**config.mk**
```make
export PLATFORM = sky130hd
export DESIGN_NAME = hazard_forward_unit
export DESIGN_NICKNAME = d
export VERILOG_FILES = /design/src/rtl/hazard_forward_unit.sv
export SDC_FILE = /design/constraint.sdc
export NUM_CORES = 1
export LEC_CHECK = 0
export BUFFER_PORTS_ARGS = -buffer_cell sky130_fd_sc_hd__buf_4
export CAP_MARGIN = 10
export CORE_MARGIN = 4
export CORE_UTILIZATION = 45
export CTS_CLUSTER_DIAMETER = 80
export CTS_CLUSTER_SIZE = 24
export DETAILED_ROUTE_END_ITERATION = 8
export GPL_TIMING_DRIVEN = 0
export PLACE_DENSITY_LB_ADDON = 0.15
export SKIP_CTS_REPAIR_TIMING = 1
export SLEW_MARGIN = 10
export SYNTH_ARGS = -nofsm -noshare
export SYNTH_HDL_FRONTEND = slang
export SYNTH_SLANG_ARGS = --single-unit
```
**constraint.sdc**
```tcl
create_clock -name CLK -period 1.9 [get_ports CLK]
set_clock_uncertainty 0.2 [all_clocks]
set_input_delay 0.19 -clock CLK [delete_from_list [all_inputs] [get_ports CLK]]
set_output_delay 0.19 -clock CLK [all_outputs]
set_load 0.02 [all_outputs]
```
**src/rtl/hazard_forward_unit.sv**
```systemverilog
// Pipeline hazard controller: shadow scoreboard of the instructions in EX, MEM and WB.
// It produces the load-use stall and the ID/EX bubble, the EX-stage operand forwarding
// selects, the ID-stage write-through bypass, and a saturating count of stall cycles.
module hazard_forward_unit #(
  parameter int RA_W  = 5,
  parameter int CNT_W = 16
) (
  input  logic             CLK,
  input  logic             RSTn,
  input  logic             IDvalid,
  input  logic [RA_W-1:0]  IDrs1,
  input  logic [RA_W-1:0]  IDrs2,
  input  logic             IDuseRs1,
  input  logic             IDuseRs2,
  input  logic [RA_W-1:0]  IDrd,
  input  logic             IDregWrite,
  input  logic             IDmemRead,
  input  logic             Redirect,
  output logic             Stall,
  output logic             IDEXBubble,
  output logic [1:0]       ForwardA,
  output logic [1:0]       ForwardB,
  output logic             BypassA,
  output logic             BypassB,
  output logic [CNT_W-1:0] StallCount
);

  localparam logic [CNT_W-1:0] CNT_MAX = '1;

  // Valid bits are the only scoreboard state that needs a reset; the other
  // fields are don't-care whenever their stage is invalid.
  logic            ex_vld_q, mem_vld_q, wb_vld_q;
  logic            ex_vld_d;
  logic [RA_W-1:0] ex_rs1_q, ex_rs2_q, ex_rd_q, mem_rd_q, wb_rd_q;
  logic            ex_rw_q, ex_mr_q, mem_rw_q, wb_rw_q;
  logic [CNT_W-1:0] cnt_q, cnt_d;

  logic ex_wr, mem_wr, wb_wr, lu;

  // Forward select for one EX operand; the younger MEM result beats WB.
  function automatic logic [1:0] fwd_sel(
    input logic            ex_vld,
    input logic [RA_W-1:0] rs,
    input logic            mem_wr_f,
    input logic [RA_W-1:0] mem_rd_f,
    input logic            wb_wr_f,
    input logic [RA_W-1:0] wb_rd_f
  );
    logic [1:0] sel;
    sel = 2'b00;
    if (ex_vld) begin
      if (mem_wr_f && (mem_rd_f == rs))     sel = 2'b10;
      else if (wb_wr_f && (wb_rd_f == rs))  sel = 2'b01;
    end
    return sel;
  endfunction

  // Hazard detection, forwarding/bypass selects and the next EX valid bit.
  always_comb begin
    ex_wr  = ex_vld_q  & ex_rw_q  & (ex_rd_q  != '0);
    mem_wr = mem_vld_q & mem_rw_q & (mem_rd_q != '0);
    wb_wr  = wb_vld_q  & wb_rw_q  & (wb_rd_q  != '0);

    lu = IDvalid & ex_wr & ex_mr_q &
         ((IDuseRs1 & (IDrs1 == ex_rd_q)) | (IDuseRs2 & (IDrs2 == ex_rd_q)));

    // A redirect kills the ID instruction instead of holding it.
    Stall      = lu & ~Redirect;
    IDEXBubble = RSTn & (lu | Redirect);
    ex_vld_d   = IDvalid & ~IDEXBubble;

    ForwardA = fwd_sel(ex_vld_q, ex_rs1_q, mem_wr, mem_rd_q, wb_wr, wb_rd_q);
    ForwardB = fwd_sel(ex_vld_q, ex_rs2_q, mem_wr, mem_rd_q, wb_wr, wb_rd_q);

    BypassA = IDvalid & IDuseRs1 & wb_wr & (wb_rd_q == IDrs1);
    BypassB = IDvalid & IDuseRs2 & wb_wr & (wb_rd_q == IDrs2);

    cnt_d = (Stall && (cnt_q != CNT_MAX)) ? cnt_q + CNT_W'(1) : cnt_q;
  end

  // Scoreboard valid bits advance EX->MEM->WB every edge; reset empties it.
  always_ff @(posedge CLK or negedge RSTn) begin
    if (!RSTn) begin
      ex_vld_q  <= 1'b0;
      mem_vld_q <= 1'b0;
      wb_vld_q  <= 1'b0;
    end else begin
      ex_vld_q  <= ex_vld_d;
      mem_vld_q <= ex_vld_q;
      wb_vld_q  <= mem_vld_q;
    end
  end

  // Scoreboard payload fields; gated by the valid bits above.
  always_ff @(posedge CLK) begin
    ex_rs1_q <= IDrs1;
    ex_rs2_q <= IDrs2;
    ex_rd_q  <= IDrd;
    ex_rw_q  <= IDregWrite;
    ex_mr_q  <= IDmemRead;
    mem_rd_q <= ex_rd_q;
    mem_rw_q <= ex_rw_q;
    wb_rd_q  <= mem_rd_q;
    wb_rw_q  <= mem_rw_q;
  end

  // Saturating count of load-use stall cycles.
  always_ff @(posedge CLK or negedge RSTn) begin
    if (!RSTn) cnt_q <= '0;
    else       cnt_q <= cnt_d;
  end

  assign StallCount = cnt_q;

endmodule

```
Word-level counts from Yosys, hierarchy flattened

Index checks and enable logic that the tools add are counted.

Bitwise operators: 24
Equality and inequality tests: 9
Muxes and demuxes: 6
$add $sub $neg: 1
Reductions and logical operators: 8

Operators by type and width:

| operator              | count |
|---|---|
| $eq 5x5->1            | 8 |
| $and 1x1->1           | 20 |
| $add 16x1->16 const B | 1 |
| $ne 16x16->1 const B  | 1 |
| $reduce_bool 5->1     | 3 |
| $mux 2                | 4 |
| $logic_and 1x1->1     | 5 |
| $mux 1                | 2 |
| $not 1->1             | 2 |
| $or 1x1->1            | 2 |

Output and inout bits: 24
Input bits: 23
Word-level logic and storage cells: 61
Register bits after elaboration: 48

Logic depth before layout (Yosys ltp)

Gate-level depths: netlist (run 1).

Depth after elaboration: 9
Depth in mapped cells: 6
Gate-level depth less buffers: 6

Worst setup path before layout (run 1)

OpenSTA, ideal clock, no wires.

Kind: reg2reg
From: reg cnt_q[0] (netlist: StallCount[0])
To: reg cnt_q[1] (netlist: StallCount[1])
Required time: 1575 ps
Setup time: 125 ps
Clock period less this slack: 2186 ps
Buffers on the path: 0
Setup slack: -286 ps
Stages on the path, launching flop included: 7
Arrival time: 1862 ps
Path through: dfrtp_1 -> ha_1 -> nand3_1 -> nor3_1 -> nand2_1 -> nand3b_1 -> mux2_2

Word-level cells in the longest chain between the ends: 2
Elaborated cells on any way between the ends: 3
Classes of those cells: add/sub: 1; eq/ne: 1; reduce/logical: 1

Ends and longest elaborated chain:

| element                                               | RTL line | source |
|---|---|---|
| from (decl)                                           | 36       | `logic [CNT_W-1:0] cnt_q, cnt_d;` |
| from (signal assigned)                                | 110      | `else cnt_q <= cnt_d;` |
| branches (longest 2 deep; another with $add 16x1->16) | n/a      |  |

Several ways; the timed one is not identified.
A chain may end at the register's enable or synchronous reset.

Worst setup path after layout (run 1)

From: reg ex_rd_q[2]
To: out IDEXBubble

Word-level cells in the longest chain between the ends: 7
Elaborated cells on any way between the ends: 12
Classes of those cells: eq/ne: 2; bitwise: 9; reduce/logical: 1

Ends and longest elaborated chain:

| element                  | RTL line | source |
|---|---|---|
| from (decl)              | 34       | `logic [RA_W-1:0] ex_rs1_q, ex_rs2_q, ex_rd_q, mem_rd_q, wb_rd_q;` |
| from (signal assigned)   | 98       | `ex_rd_q <= IDrd;` |
| $reduce_bool 5->1        | 60       | `ex_wr = ex_vld_q & ex_rw_q & (ex_rd_q != '0);` |
| $and 1x1->1              | 60       |  |
| $and 1x1->1 (2 in a row) | 64       | `lu = IDvalid & ex_wr & ex_mr_q &` |
| $and 1x1->1 (*)          | 64       |  |
| $or 1x1->1 (*)           | 69       | `IDEXBubble = RSTn & (lu \| Redirect);` |
| $and 1x1->1 (*)          | 69       |  |
| to (decl)                | 20       | `output logic IDEXBubble,` |

Every way passes the cells marked *; elsewhere a longest branch is shown, timed or not.

==> results of run 1 <==
==> layer usage <==
metal | track usage [%] | part of all wire [%] | routed length, um | vias to the layer above
met2 | 25.87 | 48 | 2578 | 46
li1 | - | - | - | 852
met5 | 0 | 0 | 0 | -
met1 | 23.34 | 46 | 2489 | 839
met4 | 4.891 | 1.1 | 61 | 0
met3 | 3.630 | 4.6 | 248 | 10
==> worst reg2reg max path, cell delays in order, from the launching register on <==
cell     delay [ns]
dfxtp_4        0.37
xor2_4         0.16
nor4_4         0.31
a32oi_4        0.21
buf_6          0.17
buf_6          0.12
buf_6          0.11
buf_6          0.11
nor3_4         0.16
xor2_1         0.18
==> registers in the layout, indices dropped and copies added, names as in the netlist, 5 cells and up <==
register	count
mem_rd_q	5
ex_rs2_q	5
StallCount	16
wb_rd_q	5
ex_rs1_q	5
ex_rd_q	5
==> cells by family after synthesis <==
family / synth area share (%)
simple gates: 21.68
xor+xnor: 21.73
flops: 49.44
compound gates: 3.223
buf+inv: 1.816
mux: 1.523
fa+ha+maj: 0.5857
==> synth_stat cells (all sizes together), types with 2 or more instances <==
library cell   n  area, um2
nand4          4      25.02
and3           6      37.54
xor2          32      280.3
nor4          11      96.34
nor3           9      45.04
nor2           7      26.28
mux2           2      22.52
or4            2      15.01
nand3         13      65.06
or3            2      12.51
nand2          6      22.52
xnor2         21      183.9
dfxtp         29      580.6
nand4b         7      61.31
dfrtp         19      475.5
or2            2      12.52
and2           4      25.02
clkbuf         6      23.77
==> layout make-up <==
type                    count  area (um2)
plain buffers               2       16.27
clock buffers               6       72.57
clock inverters             2       35.03
fillers                   305        1270
inverters                   1       3.754
multi-input cells         140        1232
flip-flops and latches     48        1090
well taps                  52       65.06
repair buffers             81       689.4
==> through the flow <==
step	area, um2	std cells	setup TNS, ns	hold slack (ns)
detailed placement	2567	293	-2.969	-0.1102
CTS	2675	301	-5.860	-0.4308
global route	3204	332	-6.842	0.1224
finish	3204	332	-4.760	0.1091
floorplan	2165	196	-0.06457	-0.3056
global placement	2567	293	-3.065	-0.1132
==> power breakdown <==
group / leakage, nW / switching, W / total [W] / internal [W]
Sequential: 0.492 / 0.0000453 / 0.00109 / 0.00105
Combinational: 0.835 / 0.000113 / 0.000259 / 0.000146
Clock: 0.0552 / 0.000324 / 0.000715 / 0.000391
Total: 1.38 / 0.000483 / 0.00207 / 0.00158
==> final timing paths <==
path	to	startpoint	slack [ns]
worst max-delay path	IDEXBubble	ex_rd_q[2]	-0.44
worst max register to register	StallCount[9]	ex_rd_q[2]	-0.27
worst min-delay path	StallCount[9]	RSTn	0.11
worst min register to register	wb_rw_q	mem_rw_q	0.16
max in group asynchronous	StallCount[0]	RSTn	1.16
min in group CLK	wb_rw_q	mem_rw_q	0.16
==> impl_metrics.py, run 1 <==
metrics = {
    "logic_synthesis": {
        "ys_seq_elements": 48,
        "syn_avg_cell_area_um2": 10.90,
        "syn_inst": 196,
        "syn-cell-area_mm2": 0.002136,
        "yosysWarnings": 0,
        "synth-main-ff-cell": "dfxtp_1",
        "mappedNetlistNets": 220,
        "seq_area_frac_synth_pct": 49.44,
        "async_flop_share_pct": 39.58,
        "synth_edf_count": 0,
        "yosysUniqueCellTypes": 36,
    },
    "grt": {
        "track_usage_pct": 16.71,
        "grt_max_degree": 22,
        "overflow": 0,
        "grt_first_pass_wirelength_um": 7886,
        "antenna_found_initial": 0,
        "grt_pass1_vias": 1620,
    },
    "drt": {
        "detail-route-antenna-nets": 0,
        "viasPerCell": 5.262,
        "vias": 1747,
        "drt_iter0_drc": 94,
        "drtPass1Iterations": 4,
        "drt-total-wl_um": 5378,
        "remaining_drc_errors": 0,
        "wl_per_cell_um": 16.20,
    },
    "cells_and_area": {
        "final_cell_mix": "buf_4 (53), xor2_1 (29), xnor2_1 (21)",
        "area_delta_synth_final_pct": 50.03,
        "final_common_cell": "buf_4",
        "fin_util_pct": 71.62,
        "antennaDiodeCount": 0,
        "layout-drive-gt1-share_pct": 42.14,
        "fin_nets": 303,
    },
    "placement": {
        "dp_worst_setup_slack_ns": -0.3874,
        "globalplace.congestion": 0.8932,
        "hpwl_um": 3722,
        "portBuffers": 45,
    },
    "clocking": {
        "clock-sinks": 48,
        "clockBufferDepth": 2,
        "cts_tree": "yes",
        "clk_pin_slew_ns": 0.09,
        "clockRootBuffer": "clkbuf_8",
        "cts_buffers": 5,
        "htreeDepth": 2,
        "clk_latency_ns": 0.29,
    },
    "critical_path": {
        "cp_top_family": "buffers and inverters",
        "cp_common_cell": "buf_6",
        "reg2reg_depth": 9,
        "cp_num_cells": 8,
        "crit_slowest_cell": "dfxtp_4",
        "crit_path_end_kind": "primary output",
        "crit_required_ns": 1.51,
        "crit_chain": "buf_4 -> xor2_1 -> nor4_4 -> a32oi_4 -> buf_6 -> o21bai_4 -> and2_4 -> buf_6",
        "cp_max_fo": 6,
        "cp-start-kind": "flip-flop",
        "arrival_ns": 1.95,
        "worst-path-buf-inv": 3,
        "criticalPathCategory": "reg -> out",
        "cp_slowest_stage_delay_ns": 0.37,
    },
    "floorplanning": {
        "dieWidth_um": 76.89,
        "ioPinCount": 47,
        "start_util_pct": 47.73,
        "dieHeight_um": 76.89,
        "core_mm2": 0.004474,
        "row_count": 24,
        "die_area_mm2": 0.005912,
    },
    "sta": {
        "timing.final.ws_setup_ns": -0.4353,
        "slew_headroom_pct": 72.54,
        "finalCriticalPeriod_ns": 2.335,
        "finalHoldViolCount": 0,
        "fin_crit_sh_pct": 122.9,
        "drv_slew": 0,
        "setup_viol": 23,
        "rsz0062_at_grt": "true",
        "worst_pin_slew_ns": 0.4084,
        "max_freq_ghz": 0.4282,
    },
    "worst_hold_path": {
        "hold_class": "in -> async",
    },
    "pwr": {
        "totalPowerFinal_w": 0.002067,
        "cellPowerDensity_mw_per_mm2": 644.9,
        "vdd_drop_max_uv": 378.0,
        "p_leak_nw": 1.383,
    },
    "job": {
        "drv_cap": 0,
    },
    "outcome": {
        "status": "finished with violations",
        "violations": "setup timing",
    },
}
No activity file was read; power rests on OpenSTA's default activity.
==> run 2, diff against run 1 <==
Settings changed: ABC_AREA from default to 1, SLEW_MARGIN 10 to default.
Clock period 1.9 ns to 2.51 ns, I/O delays scaled along.
==> run 2 against run 1 <==
Net effect: wire length down 2.6%; sequential power down 24%; highest routed layer unchanged; the run now ends clean; cell area down 5.3%; first-iteration DRC count up 7.4%; sequential share of layout area up 0.78 points.
==> impl_metrics.py, run 2 <==
metrics = {
    "pwr": {
        "vdd_drop_max_uv": 362.8,
        "totalPowerFinal_w": 0.001477,
        "seqPwrFrac_pct": 55.9,
        "switching_power_w": 0.0003467,
        "p_comb_share_pct": 10.8,
        "p_sw_share_pct": 23.48,
        "cellPowerDensity_mw_per_mm2": 486.4,
        "p_leak_nw": 1.543,
        "p_int_w": 0.001130,
        "clkPwrFrac_pct": 33.3,
    },
    "logic_synthesis": {
        "ys_seq_elements": 48,
        "synth_compound_area_share_pct": 5.727,
        "syn-cell-area_mm2": 0.002316,
        "synthTopCellsByCount": "nand2_1 (98), inv_1 (31), dfxtp_1 (29)",
        "synth_top_family_by_area": "simple AND/OR/NAND/NOR gates",
        "synth-main-ff-cell": "dfxtp_1",
        "synth_area_leaders": "dfxtp_1 (25%), dfrtp_1 (21%), nand2_1 (16%), xnor2_1 (6.1%), inv_1 (5.0%)",
        "yosysMostFrequentCell": "nand2_1",
        "synthSimpleGateAreaFrac_pct": 32.09,
        "yosysWarnings": 0,
        "yosysUniqueCellTypes": 30,
        "synthMuxAreaShare_pct": 0,
        "synthAdderAreaFrac_pct": 0.5402,
        "synth_edf_count": 0,
        "mappedNetlistNets": 316,
        "async_flop_share_pct": 39.58,
        "syn_inst": 292,
        "seq_area_frac_synth_pct": 45.60,
        "synth_top_area_share_pct": 25.07,
        "yosysTopAreaCell": "dfxtp_1",
        "syn_avg_cell_area_um2": 7.931,
        "synthXorXnorAreaFrac_pct": 10.21,
    },
    "floorplanning": {
        "start_util_pct": 47.77,
        "dieWidth_um": 79.74,
        "ioPinCount": 47,
        "die_area_mm2": 0.006358,
        "row_count": 25,
        "core_mm2": 0.004848,
        "dieHeight_um": 79.74,
    },
    "clocking": {
        "clock-sinks": 48,
        "clockRootBuffer": "clkbuf_8",
        "clk_latency_ns": 0.29,
        "clk_pin_slew_ns": 0.08,
        "htreeDepth": 2,
        "clockBufferDepth": 2,
        "cts_tree": "yes",
        "cts_buffers": 5,
    },
    "sta": {
        "drv_slew": 0,
        "fin_tns_setup_ns": 0,
        "max_freq_ghz": 0.4196,
        "timing.final.ws_setup_ns": 0.1270,
        "finalCriticalPeriod_ns": 2.383,
        "setup_viol": 0,
        "slew_headroom_pct": 79.90,
        "worst_pin_slew_ns": 0.3015,
        "fin_crit_sh_pct": 94.94,
        "fin_hold_ws_ns": 0.1595,
        "finalHoldViolCount": 0,
    },
    "placement": {
        "portBuffers": 46,
        "dp_worst_setup_slack_ns": 0.6430,
        "hpwl_um": 4020,
        "globalplace.congestion": 0.8954,
    },
    "outcome": {
        "status": "completed",
    },
    "critical_path": {
        "worst-path-buf-inv": 4,
        "r2r-end": "StallCount[9]",
        "cp_slowest_stage_delay_ns": 0.56,
        "cp_common_cell": "nand2_1",
        "crit_required_ns": 2.06,
        "cp_max_fo": 4,
        "crit_chain": "dlygate4sd3_1 -> buf_4 -> inv_1 -> nand2_1 -> nand2_1 -> nor2_1 -> nand3_1 -> nand2_2 -> nand2_1 -> a21boi_0 -> buf_4",
        "crit_slowest_cell": "dlygate4sd3_1",
        "cp-start-kind": "primary input",
        "arrival_ns": 1.93,
        "cp_top_family": "buffers and inverters",
        "regToRegStartpoint": "StallCount[0]",
        "ff2ff_setup_slack_ns": 0.70,
        "criticalPathCategory": "in -> out",
        "reg2reg_depth": 10,
        "crit_path_end_kind": "primary output",
    },
    "grt": {
        "grt_first_pass_wirelength_um": 8355,
        "antenna_found_initial": 0,
        "grt_pass1_vias": 1796,
        "track_usage_pct": 16.70,
        "overflow": 0,
        "grt_max_degree": 21,
    },
    "drt": {
        "drt_iter0_drc": 101,
        "remaining_drc_errors": 0,
        "drtPass1Iterations": 4,
        "drt-total-wl_um": 5237,
        "detail-route-antenna-nets": 0,
        "wl_per_cell_um": 12.12,
        "vias": 2073,
        "viasPerCell": 4.799,
    },
    "cells_and_area": {
        "layout-drive-gt1-share_pct": 19.45,
        "fin_util_pct": 62.61,
        "fill_cells": 449,
        "final_cell_mix": "nand2_1 (98), buf_4 (46), inv_1 (31)",
        "area_delta_synth_final_pct": 31.06,
        "largest_reg_flops": 16,
        "final_common_cell": "nand2_1",
        "fin_nets": 388,
        "antennaDiodeCount": 0,
    },
    "worst_hold_path": {
        "whs_path_depth": 0,
        "hold_path.startpoint": "mem_rw_q",
        "hold_class": "reg -> reg",
        "min_to": "wb_rw_q",
    },
    "job": {
        "drv_cap": 0,
    },
}
==> run 2: power by group through the flow <==
stage / Sequential (W) / Clock (W) / Combinational, W
2_1_floorplan: 0.000835 / 0 / 0.0000752
3_3_place_gp: 0.000842 / 0 / 0.000135
3_5_place_dp: 0.000842 / 0 / 0.000135
4_1_cts: 0.000825 / 0.000501 / 0.000136
5_1_grt: 0.000830 / 0.000532 / 0.000178
6_report: 0.000825 / 0.000492 / 0.000159
==> run 2: cell families after synthesis <==
family,Yosys count
DFF,48
AOI/OAI and AO/OA,20
and+or+nand+nor,162
buffers and inverters,34
adders and majority gates,1
xor gates and xnor gates,27
==> run 2: worst max path at each step <==
stage | slack (ns) | startpoint | cells past startpoint | end
after floorplan | 0.69 | ex_rd_q[4] | 8 | IDEXBubble
after global placement | 0.59 | ex_rd_q[2] | 9 | IDEXBubble
after detailed placement | 0.64 | ex_rd_q[2] | 9 | IDEXBubble
after CTS | 0.30 | ex_rd_q[2] | 9 | IDEXBubble
after global routing | -0.03 | IDrs2[4] | 11 | IDEXBubble
final | 0.13 | IDrs2[4] | 11 | IDEXBubble
==> run 2: through the flow <==
| stage | std cells | instance area (um2) |
|---|---|---|
| after global placement | 405 | 2745 |
| after global routing | 432 | 3035 |
| after floorplan | 292 | 2316 |
| final | 432 | 3035 |
| after CTS | 413 | 2845 |
| after detailed placement | 405 | 2745 |
==> run 2: routing by layer <==
layer	wire length [um]	global-route usage [%]	vias to the layer above
li1	-	-	1068
met1	2493	23.80	935
met2	2309	24.37	66
met3	386	5.418	4
met4	48	4.223	0
met5	0	0	-
==> run 2: area by class of cell <==
type	count	area, um2	share of cell area [%]
clock buffers	8	100.1	3.298
well taps	67	83.83	2.762
flip-flops and latches	48	1056	34.79
inverters	32	120.1	3.957
repair buffers	65	535.5	17.64
plain buffers	2	15.01	0.4946
multi-input cells	210	1125	37.06
==> run 3, diff against run 2 <==
Settings changed: ABC_AREA 1 to 0.
==> run 3 against run 2 <==
Net effect: critical path type unchanged; combinational power is 8% higher; non-clock buffer count grew 9; clock power grew 9.6%; global-route usage grew 0.79 points; worst hold slack lost 0.12 ns; flip-flop and latch count is the same.
==> impl_metrics.py, run 3 (same netlist as run 1, synthesis figures left out) <==
metrics = {
    "outcome": {
        "status": "completed",
    },
    "clocking": {
        "cts_buffers": 5,
        "clk_latency_ns": 0.30,
        "htreeDepth": 2,
        "clockRootBuffer": "clkbuf_8",
        "clockBufferDepth": 2,
        "cts_tree": "yes",
        "clk_pin_slew_ns": 0.08,
        "clock-sinks": 48,
    },
    "drt": {
        "drtPass1Iterations": 4,
        "viasPerCell": 5.354,
        "drt-total-wl_um": 4994,
        "detail-route-antenna-nets": 0,
        "drt_iter0_drc": 103,
        "wl_per_cell_um": 15.37,
        "remaining_drc_errors": 0,
        "vias": 1740,
    },
    "sta": {
        "max_freq_ghz": 0.4138,
        "slew_headroom_pct": 63.95,
        "timing.final.ws_setup_ns": 0.09314,
        "finalHoldViolCount": 0,
        "setup_viol": 0,
        "fin_tns_setup_ns": 0,
        "fin_crit_sh_pct": 96.29,
        "worst_pin_slew_ns": 0.5387,
        "drv_slew": 0,
        "rsz0062_at_grt": "true",
        "finalCriticalPeriod_ns": 2.417,
        "fin_hold_ws_ns": 0.03869,
    },
    "pwr": {
        "p_leak_nw": 1.262,
        "cellPowerDensity_mw_per_mm2": 526.5,
        "vdd_drop_max_uv": 309.7,
        "totalPowerFinal_w": 0.001531,
    },
    "worst_hold_path": {
        "min_to": "ex_vld_q",
        "whs_path_depth": 2,
        "hold_class": "in -> reg",
        "hold_path.startpoint": "IDvalid",
    },
    "critical_path": {
        "ff2ff_setup_slack_ns": 0.14,
        "reg2reg_depth": 8,
        "cp_common_cell": "buf_4",
        "regToRegStartpoint": "ex_rd_q[2]",
        "r2r-end": "StallCount[10]",
        "arrival_ns": 1.97,
        "crit_chain": "dlygate4sd3_1 -> buf_4 -> xnor2_1 -> a32oi_4 -> buf_6 -> o21bai_4 -> and2_1 -> buf_4",
        "crit_required_ns": 2.06,
        "criticalPathCategory": "in -> out",
        "cp_top_family": "buffers and inverters",
        "crit_slowest_cell": "dlygate4sd3_1",
        "cp-start-kind": "primary input",
        "cp_slowest_stage_delay_ns": 0.54,
        "worst-path-buf-inv": 4,
        "cp_max_fo": 10,
        "crit_path_end_kind": "primary output",
    },
    "floorplanning": {
        "start_util_pct": 47.73,
        "ioPinCount": 47,
        "dieWidth_um": 76.89,
        "dieHeight_um": 76.89,
        "row_count": 24,
        "die_area_mm2": 0.005912,
        "core_mm2": 0.004474,
    },
    "cells_and_area": {
        "final_cell_mix": "buf_4 (51), xor2_1 (32), dfxtp_1 (27)",
        "fin_nets": 296,
        "area_delta_synth_final_pct": 36.15,
        "final_common_cell": "buf_4",
        "largest_reg_flops": 16,
        "layout-drive-gt1-share_pct": 26.74,
        "antennaDiodeCount": 0,
    },
    "placement": {
        "globalplace.congestion": 0.8637,
        "portBuffers": 45,
        "dp_worst_setup_slack_ns": 0.1922,
        "hpwl_um": 3634,
    },
    "grt": {
        "grt_use_met2_pct": 25.87,
        "grt_max_degree": 22,
        "use_met1_pct": 24.19,
        "busiest_layer": "met2",
        "grt_first_pass_wirelength_um": 8211,
        "track_usage_pct": 17.49,
        "met3_usage_pct": 4.098,
        "overflow": 0,
        "antenna_found_initial": 0,
        "grt_pass1_vias": 1704,
    },
    "job": {
        "drv_cap": 0,
    },
}
[run 3: cell types whose count changed in the layout (fill, tap and decap cells not counted), sizes merged, moves of 5 or more]
cell | before | now
nand4b | 0 | 7
nor2 | 31 | 7
nor4 | 1 | 11
xor2 | 11 | 32
nand2 | 101 | 6
o22ai | 9 | 0
and3 | 0 | 6
xnor2 | 16 | 21
inv | 32 | 1
buf | 47 | 52
[run 3: layout make-up]
type | count | area (um2)
Buffer | 7 | 35.03
Clock buffer | 6 | 72.57
Clock inverter | 2 | 35.03
Fill cell | 362 | 1567
Inverter | 1 | 3.754
Multi-Input combinational cell | 140 | 1075
Sequential cell | 48 | 1059
Tap cell | 52 | 65.06
Timing Repair Buffer | 69 | 563.0
[run 3: worst max path at each step]
stage / start / end / slack (ns) / depth (start not counted)
after floorplan: StallCount[0] / StallCount[1] / 0.32 / 6
after global placement: StallCount[0] / StallCount[1] / 0.17 / 6
after detailed placement: StallCount[0] / StallCount[1] / 0.19 / 6
after CTS: ex_rd_q[3] / IDEXBubble / -0.11 / 7
after global routing: ex_rd_q[2] / IDEXBubble / -0.04 / 7
final: IDrs1[0] / IDEXBubble / 0.09 / 8
[run 3: worst reg2reg max path, delay by kind of cell (launching register included)]
kind,cells,cell delay (ns)
muxes,1,0.36
buffers and inverters,3,0.44
DFF,1,0.35
AOI/OAI and AO/OA,1,0.19
xor gates and xnor gates,1,0.17
and+or+nand+nor,2,0.55
[run 3: through the flow]
stage | area (um2) | std cells | util [%]
finish | 2908 | 325 | 64.99
global route | 2908 | 325 | 64.99
CTS | 2646 | 301 | 59.14
detailed placement | 2539 | 293 | 56.74
global placement | 2539 | 293 | 56.74
floorplan | 2136 | 196 | -
[run 3: where the power goes]
part           total, W  internal (W)  switching [W]
Combinational  0.000172     0.0000935      0.0000782
Sequential     0.000821      0.000795      0.0000257
Clock          0.000539      0.000296       0.000243
[run 3: metal layers]
metal	wire length (um)	share of wire, %
met1	2235	45
met2	2288	46
met3	338	6.8
met4	131	2.6
met5	0	0
